===== src/rtl/bsg_arb_pkg.sv =====
// bsg_arb_pkg: search-direction constants and width helper shared by the arbiters
package bsg_arb_pkg;
  typedef enum logic {e_hi_to_lo = 1'b0, e_lo_to_hi = 1'b1} arb_dir_e;
  function automatic int clog2_min1(input int n);
    return (n > 1) ? $clog2(n) : 1;
  endfunction
endpackage


===== src/rtl/bsg_arb_rr_pick.sv =====
// bsg_arb_rr_pick: rotate / fixed-priority / un-rotate picker starting one past ptr
module bsg_arb_rr_pick
  import bsg_arb_pkg::*;
#(
  parameter int inputs_p = 16,
  parameter int lo_to_hi_p = 0,
  localparam int tag_width_lp = clog2_min1(inputs_p)
) (
  input  logic [inputs_p-1:0]     reqs,
  input  logic [tag_width_lp-1:0] ptr,
  output logic [inputs_p-1:0]     one_hot,
  output logic [tag_width_lp-1:0] tag
);
  logic [tag_width_lp-1:0] idx;
  // walk from lowest to highest priority so the last hit is the winner
  always_comb begin
    one_hot = '0;
    tag = '0;
    idx = '0;
    for (int i = inputs_p; i >= 1; i--) begin
      idx = tag_width_lp'((lo_to_hi_p == int'(e_lo_to_hi)) ? (int'(ptr) + i) % inputs_p
                                                          : (int'(ptr) + inputs_p - i) % inputs_p);
      if (reqs[idx]) begin
        one_hot = '0;
        one_hot[idx] = 1'b1;
        tag = idx;
      end
    end
  end
endmodule


===== src/rtl/bsg_arb_rr_lock.sv =====
// bsg_arb_rr_lock: round-robin arbiter that can hold a grant until a packet's last beat
module bsg_arb_rr_lock
  import bsg_arb_pkg::*;
#(
  parameter int inputs_p = 16,
  parameter int lo_to_hi_p = 0,
  parameter bit lock_en_p = 1'b1,
  localparam int tag_width_lp = clog2_min1(inputs_p)
) (
  input  logic                    clk_i,
  input  logic                    reset_n_i,
  input  logic                    ready_i,
  input  logic [inputs_p-1:0]     reqs_i,
  input  logic [inputs_p-1:0]     last_i,
  output logic [inputs_p-1:0]     grants_o,
  output logic                    v_o,
  output logic [tag_width_lp-1:0] tag_o,
  output logic                    locked_o
);
  localparam logic [tag_width_lp-1:0] ptr_reset_lp =
    (lo_to_hi_p == int'(e_lo_to_hi)) ? tag_width_lp'(inputs_p - 1) : '0;
  logic [tag_width_lp-1:0] ptr_r, lock_idx_r, pick_tag;
  logic                    locked_r, hold;
  logic [inputs_p-1:0]     lock_mask, pick_reqs, pick_oh;
  always_comb begin
    lock_mask = '0;
    lock_mask[lock_idx_r] = 1'b1;
  end
  // while locked only the lock holder is visible, so the shared picker selects it or nothing
  assign pick_reqs = locked_r ? (reqs_i & lock_mask) : reqs_i;
  bsg_arb_rr_pick #(
    .inputs_p  (inputs_p),
    .lo_to_hi_p(lo_to_hi_p)
  ) pick (
    .reqs   (pick_reqs),
    .ptr    (ptr_r),
    .one_hot(pick_oh),
    .tag    (pick_tag)
  );
  assign grants_o = ready_i ? pick_oh : '0;
  assign v_o = |grants_o;
  assign tag_o = v_o ? pick_tag : '0;
  assign locked_o = locked_r;
  assign hold = lock_en_p && !last_i[tag_o];
  always_ff @(posedge clk_i or negedge reset_n_i) begin
    if (!reset_n_i) begin
      ptr_r <= ptr_reset_lp;
      locked_r <= 1'b0;
      lock_idx_r <= '0;
    end else if (v_o) begin
      ptr_r <= tag_o;
      locked_r <= hold;
      if (hold) lock_idx_r <= tag_o;
    end
  end
endmodule


===== config.mk =====
export PLATFORM = sky130hd
export DESIGN_NAME = bsg_arb_rr_lock
export DESIGN_NICKNAME = d
export VERILOG_FILES = /design/src/rtl/bsg_arb_pkg.sv /design/src/rtl/bsg_arb_rr_pick.sv /design/src/rtl/bsg_arb_rr_lock.sv
export SDC_FILE = /design/constraint.sdc
export NUM_CORES = 1
export LEC_CHECK = 0
export CAP_MARGIN = 20
export CORE_MARGIN = 4
export CORE_UTILIZATION = 55
export DETAILED_ROUTE_END_ITERATION = 12
export PLACE_DENSITY_LB_ADDON = 0.25
export SYNTH_ARGS = -nofsm -noshare
export SYNTH_HDL_FRONTEND = slang
export SYNTH_SLANG_ARGS = --single-unit
export TNS_END_PERCENT = 30

===== constraint.sdc =====
create_clock -name clk_i -period 7.5 [get_ports clk_i]
set_input_delay 1.125 -clock clk_i [delete_from_list [all_inputs] [get_ports clk_i]]
set_output_delay 1.125 -clock clk_i [all_outputs]
set_load 0.03 [all_outputs]

==> results of run 1 <==
-- cell type report --
type / count / area, um2 / area share, %
Multi-Input combinational cell: 1031 / 7300 / 80.49
Timing Repair Buffer: 134 / 1144 / 12.61
Tap cell: 180 / 225.2 / 2.483
Clock buffer: 4 / 78.83 / 0.8692
Sequential cell: 9 / 227.7 / 2.511
Inverter: 24 / 93.84 / 1.035
-- state kept, by name, summed over array words and instances (netlist names) --
signal      count
ptr_r           4
locked_o        1
lock_idx_r      4
-- what timing repair did --
action,4_1_cts,5_1_grt
setup buffers,0,6
resized for setup,0,20
endpoints found under the setup margin,0,5
-- metal layers --
layer  part of all wire [%]  up-vias  track usage (%)
met3                     15      391            18.14
met2                     42     1235            76.68
met4                     10        0            36.01
li1                       -     4691                -
met5                      0        -                0
met1                     33     5227            59.94
-- worst reg2reg max path, cell delays in order, from the launching register on --
cell and delay (ps):
dfrtp_1 680, inv_1 190, buf_4 270, ha_1 220, a21boi_0 330, xnor2_1 160, buf_4 190, nor2_1 50
o2bb2ai_1 240, buf_4 220, nor3_1 770, nand3_1 170, nor4_1 710, a2111oi_2 90, nor2_1 200, nor4_1 70
nand4_1 140, nor4b_4 60, buf_4 200, buf_4 190, nor3_2 360, mux2_4 340
-- per-stage QoR --
step,utilization (%),cell area (um2),cells
finish,64.34,9069,1382
global route,64.34,9069,1382
CTS,63.23,8914,1375
detailed placement,62.68,8835,1371
global placement,62.68,8835,1371
floorplan,-,8016,1180
-- path summary, 6_finish.rpt --
path / slack, ps / depth (start not counted) / startpoint / endpoint
min in group asynchronous: 1190 / 1 / reset_n_i / locked_o$_DFFE_PN0N_
setup reg to reg: 1540 / 21 / ptr_r[2]$_DFFE_PN0N_ / lock_idx_r[0]$_DFFE_PN0P_
setup / recovery: 7 / 17 / reqs_i[10] / tag_o[1]
max in group asynchronous: 6010 / 1 / reset_n_i / ptr_r[0]$_DFFE_PN0N_
hold / removal: 850 / 2 / lock_idx_r[3]$_DFFE_PN0P_ / lock_idx_r[3]$_DFFE_PN0P_
hold reg to reg: 850 / 2 / lock_idx_r[3]$_DFFE_PN0P_ / lock_idx_r[3]$_DFFE_PN0P_
-- cell usage in the layout, fill, tap and decap left out, drive strengths merged, types with 6 or more instances in the layout --
cell type,n
nand2,114
mux2,12
mux2i,43
inv,22
a2111oi,19
a211o,7
o22ai,26
dfrtp,9
o41ai,8
nor3,28
nand3,61
clkdlybuf4s50,45
o21ai,100
nor2,131
o311ai,6
o211ai,26
a21o,14
o21a,9
a211oi,40
and3,10
mux4,34
ha,15
a22oi,6
o2111ai,8
a21boi,9
and2,28
a21oi,71
xnor2,12
nor4,13
a31oi,31
nand4,9
buf,89
o31a,10
a221oi,10
-- cell families after synthesis --
logic type,count (synthesis)
AO/OA/AOI/OAI,465
AND/OR/NAND/NOR,445
buffers and inverters,141
multiplexers,89
XOR/XNOR,16
adder cells (fa/ha/maj),15
flip-flops,9
==> results list, run 1 <==
* Avg Inst Size Synth: between 6 and 7 um2
* Worst-Skew Late Latency: roughly 240 ps
- Maximum fanout along the worst path: 8
- The detailed router placed 11540 vias in this run.
- After synthesis, the share of cell area in mux cells is 16.70%.
- Yosys attributes the largest share of cell area to mux4_2 9.6%, nor2_1 6.1%, o21ai_0 5.6%.
- CP max stage cell: nor3_1
- Actual transition at the worst max-transition pin: a little over 900 ps
- Input/output buffers: 56
* Antenna violation net count after detailed routing: 0
- The HPWL after detailed placement is 31000 um.
* Number of buffers on the longest clock path: 2
- The via count of the first global-routing pass is approximately 11000.
- Antenna diode count: 0
* # H-tree levels: 1
- Number of clock buffers inserted by TritonCTS: 3
* Result of the run: completed
* Total nets after synthesis: 1230
- CP Data Required Time: roughly 6400 ps
- Initial antenna violation count: 1
- In this run the clock root is driven by a clkbuf_16.
* Cell with the most instances after synthesis: nor2_1
* Area fraction in compound gates after synthesis: about two fifths
* Post-Place Setup Slack: approximately 130 ps
- Nature of the critical path startpoint: input port
- TritonCTS built the clock tree.
- In the synthesized netlist the dominant register cell turns out to be dfrtp_1.
* Crit path buffers/inverters: 5
* Fraction of layout instances using a drive strength above 1: between 10% and 20%
- Count of warnings emitted by yosys: 0
* Gp weighted congestion: about 1.2
* Pin count of the biggest net entering global routing: just over 50
- Crit path setup slack, layout: ~6.9 ps
* Kind of end point of the critical path: output port
- Final setup violation count: 0
- The kind of cell with the highest combined delay along the critical path is simple AND/OR/NAND/NOR gates.
- The cell area that synthesis handed to floorplanning was roughly 8000 um2.
* Top-area cell type share of the netlist area: approximately a tenth
* Detailed-router iteration count before antenna repair: 8
- Synth async-reset ratio: between 90% and 100%
- Summing the areas of all xor and xnor instances in the mapped netlist gives roughly 1.7% of the synthesized area.
- Final Cycle Share: 99.91%
* Seq cells post-synth: 9
* # DRC: 0
- Data arrival at the endpoint of the critical path: between 6000 and 7000 ps
* P&R area growth vs syn: 13.13%
* Critical path class: in -> out
* Setup clock skew after layout: between 0.8 and 0.9 ps
* Tightest Hold Check Type: reg -> reg
* EDFF count, synth: 0
* Count of routing violations after the opening detailed-route iteration: 2385
- The synthesized netlist devotes 2.341% of its cell area to adder and majority cells.
- Combinational family with the most area after synthesis: compound AO/OA/AOI/OAI gates
* Fillcell total: 1247
- The first global-routing pass estimated 65210 um of wire.
* Hold Violations, Final: 0
- Pin placement for this block handled 57 I/O pins.
- After layout, the minimum clock period comes to ~7500 ps.
- For this block, the routed nets add up to between 40000 and 50000 um of wire.
- After Yosys synthesis, and, or, nand and nor cells account for about 28% of the synthesized area.
* Net count, final: roughly 1300
- The floorplan step defined a die boundary enclosing around 17000 um2.
- After detailed routing, the average wire length per cell comes to 31.17 um.
* Overall global routing resource usage: between 50% and 60%
* Die Span Y: 128.7 um
* Rel. slew slack: a little under two fifths
- Max-cap violations: 0
- Sequential fraction of the synthesis area: approximately 2.8%
- Delay of the slowest cell on the worst path: 770 ps
- Synthesized netlist cell count: ~1200
- Traced cell by cell, the critical path runs through clkdlybuf4s50_1 > inv_1 > a21oi_1 > mux4_2 > o2bb2ai_1 > buf_4 > nor3_1 > nand3_1 > nor4_1 > a2111oi_2 > nor2_1 > nor4_1 > nand4_1 > nor4b_4 > buf_4 > nor2_1 > clkdlybuf4s50_1.
- Hold buffer count at cts: 0
- Pins Over Slew Limit: 0
* Fmax: about 130 MHz
- The commonest cells after synthesis are 131 x nor2_1, 114 x nand2_1, 90 x o21ai_0.
- Total clock sinks: 9
- Horizontal die dimension: ~130 um
- Once the floorplan was initialized, standard cells occupied 56.87% of the core.
- Fin Hold WS: 853.2 ps
- Setup tns final: 0 ps
- After clock tree synthesis, the clock-pin slew on the worst setup and hold paths is 40 ps.
- Floorplan core area: 14100 um2
- mux4_2 takes more of the synthesized area than any other cell.
- Global route overflow: 0
* Via-to-Cell Ratio: approximately 8.4
- Library cells used by synthesis: 98
* Cell row count: 43
Power of run 1 is not shown: default switching activity piles up to over one toggle a cycle in this logic, so the estimate is an artifact.
==> run 2: changes to the inputs <==
ABC_CLOCK_PERIOD_IN_PS = 7500   (was unset)
CAP_MARGIN = unset   (was 20)
TNS_END_PERCENT = unset   (was 30)
==> results of run 2 <==
No change in the layout: final DEF, timing and power equal those of run 1.
Power of run 2 is left out for the same reason.
